==> src/rtl/stream_mux_rr.sv <==
// NCH-way valid/ready stream multiplexer with manual, fixed-priority and round-robin
// selection, feeding a one-entry registered output buffer that tags each beat's source.
module stream_mux_rr #(
  parameter int unsigned WIDTH = 2,
  parameter int unsigned NCH   = 4,
  parameter int unsigned SELW  = 2
) (
  input  logic                 clk,
  input  logic                 resetn,
  input  logic [1:0]           mode,
  input  logic [SELW-1:0]      sel,
  input  logic [NCH*WIDTH-1:0] in_data,
  input  logic [NCH-1:0]       in_valid,
  output logic [NCH-1:0]       in_ready,
  output logic [WIDTH-1:0]     out_data,
  output logic                 out_valid,
  input  logic                 out_ready,
  output logic [SELW-1:0]      out_ch
);

  logic [WIDTH-1:0] out_data_q, out_data_d;
  logic [SELW-1:0]  out_ch_q, out_ch_d;
  logic             out_valid_q, out_valid_d;
  logic [SELW-1:0]  rr_ptr_q, rr_ptr_d;

  logic             load_en;
  logic             grant_vld;
  logic [SELW-1:0]  grant_idx;
  logic             load;
  logic [WIDTH-1:0] grant_data;

  assign load_en = !out_valid_q || out_ready;

  // Round-robin picks the valid channel at the smallest forward distance from rr_ptr.
  always_comb begin
    int best;
    int d;
    grant_vld = 1'b0;
    grant_idx = '0;
    best      = int'(NCH);
    d         = 0;
    case (mode)
      2'd0: begin
        for (int i = 0; i < int'(NCH); i++) begin
          if (in_valid[i] && (sel == SELW'(i))) begin
            grant_vld = 1'b1;
            grant_idx = SELW'(i);
          end
        end
      end
      2'd1: begin
        for (int i = int'(NCH) - 1; i >= 0; i--) begin
          if (in_valid[i]) begin
            grant_vld = 1'b1;
            grant_idx = SELW'(i);
          end
        end
      end
      default: begin
        for (int i = 0; i < int'(NCH); i++) begin
          d = i - int'(rr_ptr_q);
          if (d < 0) d = d + int'(NCH);
          if (in_valid[i] && (d < best)) begin
            best      = d;
            grant_vld = 1'b1;
            grant_idx = SELW'(i);
          end
        end
      end
    endcase
  end

  always_comb begin
    in_ready   = '0;
    grant_data = '0;
    for (int i = 0; i < int'(NCH); i++) begin
      in_ready[i] = resetn && load_en && grant_vld && (grant_idx == SELW'(i));
      if (grant_idx == SELW'(i)) grant_data = in_data[i*WIDTH +: WIDTH];
    end
  end

  assign load = |(in_valid & in_ready);

  always_comb begin
    out_data_d  = out_data_q;
    out_ch_d    = out_ch_q;
    out_valid_d = out_valid_q;
    rr_ptr_d    = rr_ptr_q;
    if (load) begin
      out_data_d  = grant_data;
      out_ch_d    = grant_idx;
      out_valid_d = 1'b1;
      if (mode[1]) begin
        rr_ptr_d = (grant_idx == SELW'(NCH - 1)) ? '0 : grant_idx + SELW'(1);
      end
    end else if (out_valid_q && out_ready) begin
      out_valid_d = 1'b0;
    end
  end

  always_ff @(posedge clk or negedge resetn) begin
    if (!resetn) begin
      out_data_q  <= '0;
      out_ch_q    <= '0;
      out_valid_q <= 1'b0;
      rr_ptr_q    <= '0;
    end else begin
      out_data_q  <= out_data_d;
      out_ch_q    <= out_ch_d;
      out_valid_q <= out_valid_d;
      rr_ptr_q    <= rr_ptr_d;
    end
  end

  assign out_data  = out_data_q;
  assign out_ch    = out_ch_q;
  assign out_valid = out_valid_q;

endmodule
==> config.mk <==
export PLATFORM = sky130hd
export DESIGN_NAME = stream_mux_rr
export DESIGN_NICKNAME = d
export VERILOG_FILES = /design/src/rtl/stream_mux_rr.sv
export SDC_FILE = /design/constraint.sdc
export NUM_CORES = 1
export LEC_CHECK = 0
export ABC_AREA = 1
export BUFFER_PORTS_ARGS = -buffer_cell sky130_fd_sc_hd__buf_2
export CAP_MARGIN = 20
export CELL_PAD_IN_SITES_DETAIL_PLACEMENT = 0
export CELL_PAD_IN_SITES_GLOBAL_PLACEMENT = 1
export CORE_UTILIZATION = 30
export DETAILED_ROUTE_END_ITERATION = 6
export GPL_TIMING_DRIVEN = 0
export MAX_ROUTING_LAYER = met4
export PLACE_DENSITY_LB_ADDON = 0.08
export SYNTH_ARGS = -nofsm -noshare
export SYNTH_HDL_FRONTEND = slang
export SYNTH_SLANG_ARGS = --single-unit
==> constraint.sdc <==
create_clock -name clk -period 2.9 [get_ports clk]
set_input_delay 0.145 -clock clk [delete_from_list [all_inputs] [get_ports clk]]
set_output_delay 0.145 -clock clk [all_outputs]
set_load 0.05 [all_outputs]
; ---- Word-level counts from Yosys, hierarchy flattened
; Cells that the tools add are included.
[word_totals]
input_bits = 19
word_cells = 98
regBits = 7
out_inout_bits = 9
[classes]
bitwise = 1
order_cmp = 8
n_reduce_logical = 24
muxes = 45
addsub = 9
n_eq_ne = 7
[ops]
columns = op, count
row1 = 32-bit two-way mux, 14
row2 = 32-bit less-than comparator, 3
row3 = "32-bit by 4-bit less-than comparator with 1-bit output, second input constant", 1
row4 = 2-bit two-way mux, 13
row5 = "3-bit by 4-bit adder with 5-bit output, second input constant", 4
row6 = 1-bit two-way mux, 16
row7 = 1-bit logical AND, 15
row8 = "3-bit by 1-bit less-than comparator with 1-bit output, second input constant", 4
row9 = "2-bit equality test, second input constant", 4
row10 = "2-bit by 1-bit equality test with 1-bit output, second input constant", 3
row11 = 2-bit zero test, 3
row12 = "1-bit by 2-bit subtractor with 3-bit output, first input constant", 2
row13 = "2-bit by 2-bit subtractor with 3-bit output, first input constant", 2
row14 = 4-bit bitwise AND, 1
row15 = 2-bit one-hot mux with 2 select lines, 1
row16 = 4-bit OR reduction, 1
row17 = "2-bit by 1-bit adder with 2-bit output, second input constant", 1
row18 = 1-bit one-hot mux with 2 select lines, 1
row19 = 2-bit AND reduction, 1
row20 = 2-bit nonzero test, 1
row21 = 2-bit OR reduction, 1
row22 = 1-bit zero test, 1
row23 = 1-bit logical OR, 1

; ---- Depth between registers and ports, before layout
; Gate-level depths: netlist of run 1.
[logic_depth]
word_depth = 25
ltp_mapped = 28
mapped_depth_nobuf = 28

; ---- Least setup slack after synthesis of run 1
; No wires, ideal clock.
[synth_timing]
kind = reg-to-output
from = register rr_ptr_q[0]
to = output port in_ready[3]
arrival_ps = 3110
t_required_ps = 2755
slack_ps = -355
path_stages_with_launch = 23
n_path_buf = 0
path_cell_list = dfrtp_1 > nand2_1 > inv_1 > nor2_1 > nand2_1 > o211ai_1 > ha_1 > inv_1 > nor2_1 > nand2_1 > nand3_2 > nand2_1 > o21ai_0 > ha_1 > a21boi_0 > nand2_1 > nand3_2 > nand2_1 > nand2_1 > inv_1 > ha_1 > inv_1 > nor2_1
[synth_via]
elab_chain_cells = 22
elab_cells_between_ends = 46
cone_classes = 8 x add/sub / 8 x order compare / 1 x eq/ne / 23 x mux / 6 x reduce/logical
[synth_lines]
columns = item, line
row1 = "start, declared", 24  ; logic [SELW-1:0] rr_ptr_q, rr_ptr_d;
row2 = "start signal, assigned", 111  ; rr_ptr_q <= rr_ptr_d;
row3 = 1-bit by 2-bit subtractor with 3-bit output, 61  ; d = i - int'(rr_ptr_q);
row4 = 3-bit by 4-bit adder with 5-bit output / 3-bit by 1-bit less-than comparator with 1-bit output (equally long branches), 62  ; if (d < 0) d = d + int'(NCH);
row5 = 32-bit two-way mux, 62
row6 = 32-bit two-way mux, 42  ; case (mode)
row7 = 32-bit by 4-bit less-than comparator with 1-bit output, 63  ; if (in_valid[i] && (d < best)) begin
row8 = 1-bit logical AND, 63
row9 = 32-bit two-way mux, 63
row10 = 32-bit two-way mux, 42
row11 = [... 7 more ...], n/a
row12 = 32-bit two-way mux, 42
row13 = 32-bit less-than comparator, 63
row14 = 1-bit logical AND, 63
row15 = 2-bit two-way mux *, 63
row16 = 2-bit one-hot mux with 2 select lines *, 42
row17 = net grant_idx[1], 28  ; logic [SELW-1:0] grant_idx;
row18 = 2-bit equality test *, 77  ; in_ready[i] = resetn && load_en && grant_vld && (grant_idx == SELW'(i));
row19 = 1-bit logical AND *, 77
row20 = "end, declared", 14  ; output logic [NCH-1:0] in_ready,
; Mark *: on every way through the listed nets, which the timed path passes. The rest lies on a longest branch. The select of a mux whose other input is x is not followed.

; ---- Final worst setup path of run 1
[layout_timing]
from = register rr_ptr_q[0]
to = output port in_ready[2]
; Same word-level chain as after synthesis.

==> results of run 1 <==
## cells by family after synthesis
| family | count (synthesis) | synth area share |
|---|---|---|
| AOI/OAI and AO/OA | 16 | 0.102 |
| adders and majority gates | 6 | 0.0885 |
| buffers and inverters | 28 | 0.133 |
| DFF | 7 | 0.206 |
| and+or+nand+nor | 83 | 0.470 |
## power groups by stage
stage	Combinational (mW)	Clock [mW]	Sequential, mW
floorplan	0.411	0	0.276
global placement	0.642	0	0.171
detailed placement	0.650	0	0.172
CTS	0.812	0.0905	0.167
global route	0.894	0.0982	0.172
finish	0.815	0.0886	0.167
## cells in the final DEF (no fill, tap or decap), drive strengths merged
master,Yosys,layout
o211ai,1,1
nand4,4,4
a31oi,1,1
a21boi,1,1
inv,27,27
nand3,11,11
a21oi,4,4
clkbuf,0,4
nand3b,1,1
dfrtp,7,7
nor2,19,19
o21ai,9,9
ha,6,6
nand2,48,48
buf,1,39
dlygate4sd3,0,1
## cell type report
| type | count | area share |
|---|---|---|
| repair buffers | 39 | 0.207 |
| plain buffers | 1 | 0.00874 |
| clock buffers | 4 | 0.0204 |
| well taps | 30 | 0.0291 |
| multi-input cells | 105 | 0.515 |
| inverters | 27 | 0.0845 |
| flip-flops and latches | 7 | 0.136 |
## worst paths after layout
kind	start	to	slack (ns)	cells after the start
setup / recovery	rr_ptr_q[0]	in_ready[2]	-0.25	23
hold / removal	out_ready	out_valid	0.1	2
setup reg to reg	rr_ptr_q[0]	rr_ptr_q[0]	-0.23	26
hold reg to reg	out_data[1]	out_data[1]	0.48	2
max in group asynchronous	resetn	rr_ptr_q[1]	2.47	2
min in group asynchronous	resetn	out_data[0]	0.26	2
## routing by layer
metal / up-vias / GRT usage / part of all wire
li1: 521 / - / -
met1: 415 / 0.189 / 0.47
met2: 26 / 0.271 / 0.50
met3: 4 / 0.0328 / 0.034
met4: 0 / 0.0125 / 0.0036
met5: - / - / 0
## critical path: cells and delay by family, from the launching register on
kind | cells | cell delay (ns)
flip-flops | 1 | 0.41
buffers and inverters | 5 | 0.35
AND/OR/NAND/NOR | 12 | 1.00
AO/OA/AOI/OAI | 3 | 0.29
adder cells (fa/ha/maj) | 3 | 0.69
## metrics by stage
step | power, mW | instance area (sq um) | setup TNS (ns)
6_report | 1.07 | 1290 | -2.07
5_1_grt | 1.16 | 1290 | -4.43
4_1_cts | 1.07 | 1280 | -2.06
3_5_place_dp | 0.822 | 1090 | -3.13
3_3_place_gp | 0.813 | 1090 | -2.81
2_1_floorplan | 0.686 | 926 | -0.121
## repair_timing
action,CTS,global route
endpoints found under the hold margin,7,0
gates resized for setup,26,3
hold buffers,1,0
pin swaps,18,4
endpoints found under the setup margin,11,11
setup buffers,12,0
## sequential cells by signal (all words and copies together) (netlist names)
name,flops
rr_ptr_q,2
out_valid,1
out_data,2
out_ch,2
==> flow_metrics.tcl, run 1 <==
set metrics [dict create \
    violations "setup timing" \
    netlist_area_sq_um 848 \
    die_h_microns 55.2 \
    area_growth_pct 51.9 \
    clk_latency_ns 0.25 \
    swShare 0.514 \
    crit_top_cell "nand2_1" \
    worst_pin_slew_ns 0.345 \
    nFillCells 272 \
    postLayoutCoreUtil 0.502 \
    synth_warnings 0 \
    worst_path_max_delay_cell "dfrtp_1" \
    grt_pass1_vias 775 \
    synth_top_area_frac 0.206 \
    power.internal_mw 0.521 \
    fmax_ghz 0.317 \
    crit_path_start_kind "flip-flop" \
    grt_first_pass_wirelength_microns 3200 \
    ir_drop_uv 581 \
    path_cells "nand2_2, inv_2, nor2_2, nand2_1, o211ai_1, ha_1, inv_1, nor2_1, nand2_1, nand3_2, nand2_1, o21ai_1, ha_1, a21boi_1, nand2_1, nand3_2, nand2_2, nand2_4, inv_4, ha_4, inv_4, nor2_4, buf_8" \
    drive_gt1_frac 0.448 \
    synth_ff_type "dfrtp_1" \
    setup_viol 11 \
    rows 18 \
    synth_edf_count 0 \
    synth_area_leader_cell "dfrtp_1" \
    cts_root_buf "clkbuf_4" \
    hpwl_microns 1720 \
    ys_seq_elements 7 \
    dr.pass1.iters 4 \
    fp.coreArea_sq_mm 0.00257 \
    arrival_ns 3.01 \
    period_needed_ns 3.15 \
    multi_input_area_sq_um 663 \
    avgRoutedWirePerCell_microns 10.4 \
    h-tree-depth 1 \
    crit_required_ns 2.76 \
    p_seq_frac 0.156 \
    whs_ns 0.0953 \
    dp.cells 196 \
    antenna_found_initial 0 \
    grt_use_total 0.155 \
    wl_microns 2210 \
    antenna_left 0 \
    synth.top_cells.by_count "nand2_1 (40), inv_1 (22), nor2_1 (15), nand3_1 (9), o21ai_0 (9)" \
    setup_ws_ns -0.250 \
    syn_inst 140 \
    finalNonFillerCells 213 \
    min-delay-path-class "in -> reg" \
    p_clk_frac 0.083 \
    finClkSkew_ns 0.0101 \
    nNetsFinal 209 \
    post_synth.cell_area_avg_sq_um 6.06 \
    via_count 966 \
    synthTopCellsByArea "dfrtp_1 (21%), nand2_1 (18%), inv_1 (9.7%)" \
    synthArstFlopShare 1.00 \
    regArea_sq_um 175 \
    crit_fanout 4 \
    end_kind "output pin" \
    synth_nets 165 \
    crit_type "reg -> out" \
    die_w_microns 55.2 \
    p_sw_mw 0.550 \
    cts_tree "done" \
    place.gp.congestion 0.816 \
    grt_overflow 0 \
    grt_max_degree 9 \
    pre_cts_slack_ns -0.366 \
    drtIter0Drc 11 \
    cellPowerDensity_mw_per_mm2 831 \
    yosysMostFrequentCell "nand2_1" \
    cts-buffers-inserted 3 \
    initial_utilization 0.330 \
    synth_seq_area_share 0.206 \
    comb_power_share 0.761 \
    slew_headroom 0.769 \
    final_max_slew_viol_count 0 \
    rsz0062_at_grt "true" \
    ios 28 \
    cap_violations 0 \
    io_buffers 26 \
    drcViolationCount 0 \
    ys_types 20 \
    finalCritPeriodShare 1.09 \
    avgViaCountPerCell 4.54 \
    hold_viol_final 0 \
    n_antenna_cell 0 \
    clkSinkCount 7 \
    cts.path.max_buffers 2 \
    critical_path.max_stage_delay_ns 0.41 \
    path_clk_slew_ns 0.05 \
    dieArea_sq_mm 0.00304 \
    status "finished, violations left" \
    p_leak_nw 0.684 \
]
(Power assumes the default switching activity.)
==> run 2, diff against run 1 <==
==> constraint.sdc (replaced) <==
create_clock -name clk -period 2.9 [get_ports clk]
set_input_delay 0.58 -clock clk [delete_from_list [all_inputs] [get_ports clk]]
set_output_delay 0.58 -clock clk [all_outputs]
set_load 0.05 [all_outputs]
==> flow_metrics.tcl, run 2 (synthesized netlist as in run 1, its figures left out) <==
set metrics [dict create \
    hold_buffers 0 \
    rows 18 \
    cap_violations 0 \
    final_max_slew_viol_count 0 \
    initial_utilization 0.330 \
    busiest_layer "met2" \
    final_cell_mix "nand2_1 (36), buf_2 (22), buf_4 (22), inv_1 (16), nor2_1 (10)" \
    p_leak_nw 0.730 \
    crit_start "rr_ptr_q[1]" \
    grt_first_pass_wirelength_microns 3960 \
    cellPowerDensity_mw_per_mm2 850 \
    met2_usage 0.349 \
    cts_root_buf "clkbuf_4" \
    dp.cells 196 \
    hpwl_microns 1800 \
    cp_num_buf_inv 6 \
    clkSinkCount 7 \
    place.gp.congestion 0.812 \
    drtIter0Drc 11 \
    h-tree-depth 1 \
    fp.coreArea_sq_mm 0.00257 \
    n_antenna_cell 0 \
    slew_headroom 0.756 \
    arrival_ns 3.06 \
    dieArea_sq_mm 0.00304 \
    finalCritPeriodShare 1.25 \
    endpoint "in_ready[1]" \
    r2r_start "rr_ptr_q[1]" \
    status "finished, violations left" \
    grt_max_degree 9 \
    worst_pin_slew_ns 0.365 \
    cts.path.max_buffers 2 \
    r2r_setup_slack_ns -0.51 \
    setup_viol 11 \
    avgRoutedWirePerCell_microns 11.5 \
    drive_gt1_frac 0.479 \
    layout_commonest_cell "nand2_1" \
    rsz0062_at_grt "true" \
    finalSetupTns_ns -6.09 \
    worst_path_max_delay_cell "dfrtp_1" \
    reg2reg_depth 29 \
    path_clk_slew_ns 0.06 \
    area_growth_pct 60.6 \
    path_cells "inv_2, nand2_2, inv_1, nor2_2, nand2_1, o211ai_1, ha_1, inv_1, nor2_1, nand2_1, nand3_2, nand2_2, o21ai_1, ha_1, a21boi_1, nand2_1, nand3_2, nand2_2, nand2_4, inv_4, ha_4, inv_2, nor2_4, buf_8" \
    end_kind "output pin" \
    crit_type "reg -> out" \
    cts_tree "done" \
    cts-buffers-inserted 3 \
    fmax_ghz 0.275 \
    nNetsFinal 218 \
    avgViaCountPerCell 4.71 \
    antenna_found_initial 0 \
    period_needed_ns 3.64 \
    postLayoutCoreUtil 0.531 \
    grt_pass1_vias 947 \
    min-delay-path-class "in -> async" \
    die_h_microns 55.2 \
    hold_viol_final 0 \
    worst-path-stages 24 \
    post_dp_cell_area_sq_mm 0.00112 \
    die_w_microns 55.2 \
    violations "setup timing" \
    io_buffers 26 \
    dr.pass1.iters 5 \
    finClkSkew_ns 0.00848 \
    setup_ws_ns -0.738 \
    ir_drop_uv 659 \
    crit_family "simple AND/OR/NAND/NOR gates" \
    clk_latency_ns 0.26 \
    drcViolationCount 0 \
    critical_path.max_stage_delay_ns 0.38 \
    final_area_sq_mm 0.00136 \
    crit_required_ns 2.32 \
    grt_use_total 0.192 \
    grt_overflow 0 \
    rr_endpoint "rr_ptr_q[0]" \
    finalNonFillerCells 222 \
    wl_microns 2540 \
    grt_use_met1 0.210 \
    ios 28 \
    crit_fanout 4 \
    via_count 1046 \
    antenna_left 0 \
    grtUsageMet3 0.0355 \
    crit_path_start_kind "flip-flop" \
]
[run 2: cell types whose count changed in the layout (fill, tap and decap cells not counted), sizes merged]
cell | previous run | this run
dlygate4sd3 | 1 | 0
buf | 39 | 49
[run 2: layout make-up]
class | count | area, sq um
plain buffers | 1 | 11.3
clock buffers | 4 | 26.3
fillers | 293 | 1200
inverters | 27 | 109
multi-input cells | 105 | 672
flip-flops and latches | 7 | 175
well taps | 30 | 37.5
repair buffers | 48 | 332
[run 2: timing repair]
item                       CTS  global route
setup buffers               19             3
pin swaps                   15             4
gates cloned                 0             0
hold endpoints to repair     0             0
resized for setup           13             7
setup endpoints to repair   11            11
[run 2: worst min-delay path by stage]
stage / startpoint / end / slack [ns] / cells past startpoint
after global placement: resetn / out_data[1] / 0.42 / 1
after floorplan: resetn / out_ch[0] / 0.28 / 0
final: resetn / out_data[1] / 0.15 / 1
after CTS: resetn / out_data[1] / 0.15 / 1
after global routing: resetn / out_data[1] / 0.14 / 1
after detailed placement: resetn / out_data[0] / 0.43 / 1
[run 2: through the flow]
step                hold WS [ns]  total power [mW]  setup WS [ns]
floorplan                  0.284             0.706         -0.517
global placement           0.419             0.833         -0.836
detailed placement         0.429             0.850         -0.873
CTS                        0.151              1.11         -0.698
global route               0.142              1.26         -0.980
finish                     0.148              1.16         -0.738
[run 2: worst reg2reg max path: cells and delay by family (launching register included)]
family / cells / cell delay [ns]
fa+ha+maj: 3 / 0.71
compound gates: 3 / 0.31
buf+inv: 6 / 0.46
flops: 1 / 0.38
simple gates: 17 / 1.43
[run 2: where the power goes]
group | switching (mW) | internal, mW
registers | 0.0267 | 0.141
logic | 0.522 | 0.377
clock network | 0.0388 | 0.0527
total | 0.588 | 0.571
[run 2: routing by layer]
metal	part of all wire	vias up	wire, microns
li1	-	544	-
met1	0.43	466	1080
met2	0.52	29	1310
met3	0.038	7	97
met4	0.019	0	49
met5	0	-	0
==> run 3, diff against run 2 <==
--- a/config.mk
+++ b/config.mk
@@ -20 +20,2 @@
 export SYNTH_SLANG_ARGS = --single-unit
+export TNS_END_PERCENT = 20
==> constraint.sdc (replaced) <==
create_clock -name clk -period 2.9 [get_ports clk]
set_input_delay 0 -clock clk [delete_from_list [all_inputs] [get_ports clk]]
set_output_delay 0 -clock clk [all_outputs]
set_load 0.05 [all_outputs]
==> flow_metrics.tcl, run 3 (synthesized netlist as in run 1, its figures left out) <==
set metrics [dict create \
    hp-start "in_data[7]" \
    layout_commonest_cell "nand2_1" \
    hold_viol_final 0 \
    wl_microns 2410 \
    regArea_sq_um 176 \
    clkSinkCount 7 \
    end_kind "flip-flop" \
    violations "setup timing" \
    comb_power_share 0.766 \
    final_area_sq_mm 0.00131 \
    h-tree-depth 1 \
    ios 28 \
    p_seq_frac 0.158 \
    worst_path_max_delay_cell "dfrtp_1" \
    slew_headroom 0.835 \
    cp_num_buf_inv 4 \
    finalNonFillerCells 218 \
    whs_ns 0.0824 \
    nFillCells 273 \
    crit_required_ns 3.03 \
    dr.pass1.iters 4 \
    postLayoutCoreUtil 0.509 \
    grt_use_total 0.174 \
    drcViolationCount 0 \
    cap_violations 0 \
    initial_utilization 0.330 \
    finalCritPeriodShare 1.09 \
    path_clk_slew_ns 0.05 \
    p_sw_mw 0.560 \
    avgViaCountPerCell 4.59 \
    grt_max_degree 9 \
    swShare 0.507 \
    clk_latency_ns 0.25 \
    ir_drop_uv 592 \
    crit_top_cell "nand2_1" \
    post_dp_cell_area_sq_mm 0.00102 \
    period_needed_ns 3.17 \
    rows 18 \
    final_cell_mix "nand2_1 (37), buf_2 (22), inv_1 (18), buf_4 (15)" \
    worst-path-stages 27 \
    r2r_setup_slack_ns -0.27 \
    place.gp.congestion 0.845 \
    critical_path.max_stage_delay_ns 0.40 \
    rr_endpoint "rr_ptr_q[1]" \
    p_leak_nw 0.701 \
    grt_pass1_vias 895 \
    setup_viol 11 \
    finClkSkew_ns 0.00404 \
    drive_gt1_frac 0.447 \
    io_buffers 26 \
    min_to "out_data[1]" \
    status "finished, violations left" \
    cts-buffers-inserted 3 \
    setup_ws_ns -0.267 \
    cellPowerDensity_mw_per_mm2 845 \
    crit_family "simple AND/OR/NAND/NOR gates" \
    hpwl_microns 1710 \
    antenna_found_initial 0 \
    grt_first_pass_wirelength_microns 3630 \
    cts.path.max_buffers 2 \
    pre_cts_slack_ns -0.517 \
    finalSetupTns_ns -2.17 \
    r2r_start "rr_ptr_q[1]" \
    hold-path-cell-count 5 \
    arrival_ns 3.30 \
    fmax_ghz 0.316 \
    p_clk_frac 0.077 \
    min-delay-path-class "in -> reg" \
    reg2reg_depth 27 \
    antenna_left 0 \
    die_w_microns 55.2 \
    crit_path_start_kind "flip-flop" \
    via_count 1001 \
    power.internal_mw 0.544 \
    grt_overflow 0 \
    cts_tree "done" \
    total_power_mw 1.10 \
    final_max_slew_viol_count 0 \
    multi_input_area_sq_um 652 \
    dp.cells 196 \
    die_h_microns 55.2 \
    worst_pin_slew_ns 0.249 \
    area_growth_pct 54.0 \
    fp.coreArea_sq_mm 0.00257 \
    crit_fanout 6 \
    n_antenna_cell 0 \
    crit_type "reg -> reg" \
    dieArea_sq_mm 0.00304 \
    drtIter0Drc 5 \
    cts_root_buf "clkbuf_4" \
    avgRoutedWirePerCell_microns 11.1 \
    rsz0062_at_grt "true" \
    nNetsFinal 214 \
]
[run 3: worst max path at each step]
stage / start / to / slack [ns]
after global placement: rr_ptr_q[1] / rr_ptr_q[0] / -0.47
after floorplan: rr_ptr_q[0] / in_ready[1] / -0.19
final: rr_ptr_q[1] / rr_ptr_q[1] / -0.27
after global routing: rr_ptr_q[0] / rr_ptr_q[0] / -0.53
after detailed placement: rr_ptr_q[1] / rr_ptr_q[0] / -0.52
after CTS: rr_ptr_q[0] / rr_ptr_q[0] / -0.19
[run 3: power by group through the flow]
stage | Combinational (mW) | Clock, mW | Sequential [mW]
after detailed placement | 0.586 | 0 | 0.172
final | 0.845 | 0.0845 | 0.174
after global placement | 0.580 | 0 | 0.170
after floorplan | 0.354 | 0 | 0.275
after global routing | 0.926 | 0.0954 | 0.178
after CTS | 0.786 | 0.0875 | 0.165
[run 3: per-layer routing]
layer  share of wire  GRT usage
met1            0.45      0.200
met2            0.51      0.311
met3           0.032     0.0328
met4           0.010     0.0375
met5               0          -
[run 3: cell type report]
| class | count | share of cell area |
|---|---|---|
| flip-flops and latches | 7 | 0.135 |
| multi-input cells | 105 | 0.499 |
| well taps | 30 | 0.0287 |
| plain buffers | 1 | 0.00862 |
| clock buffers | 4 | 0.0201 |
| repair buffers | 44 | 0.229 |
| inverters | 27 | 0.0795 |
[run 3: tightest hold or removal path, cell delays in order]
cell	delay [ns]
buf_2	0.07
nand2_1	0.04
o21ai_1	0.07
nand2_1	0.06
nand2_1	0.05
[run 3: what timing repair did]
| action | in CTS | in global routing |
|---|---|---|
| hold endpoints to repair | 8 | 0 |
| hold buffers | 2 | 0 |
| endpoints found under the setup margin | 11 | 11 |
| buffers inserted | 15 | 1 |
| resized for setup | 27 | 15 |
| cloned | 0 | 0 |
| pin swaps | 13 | 19 |
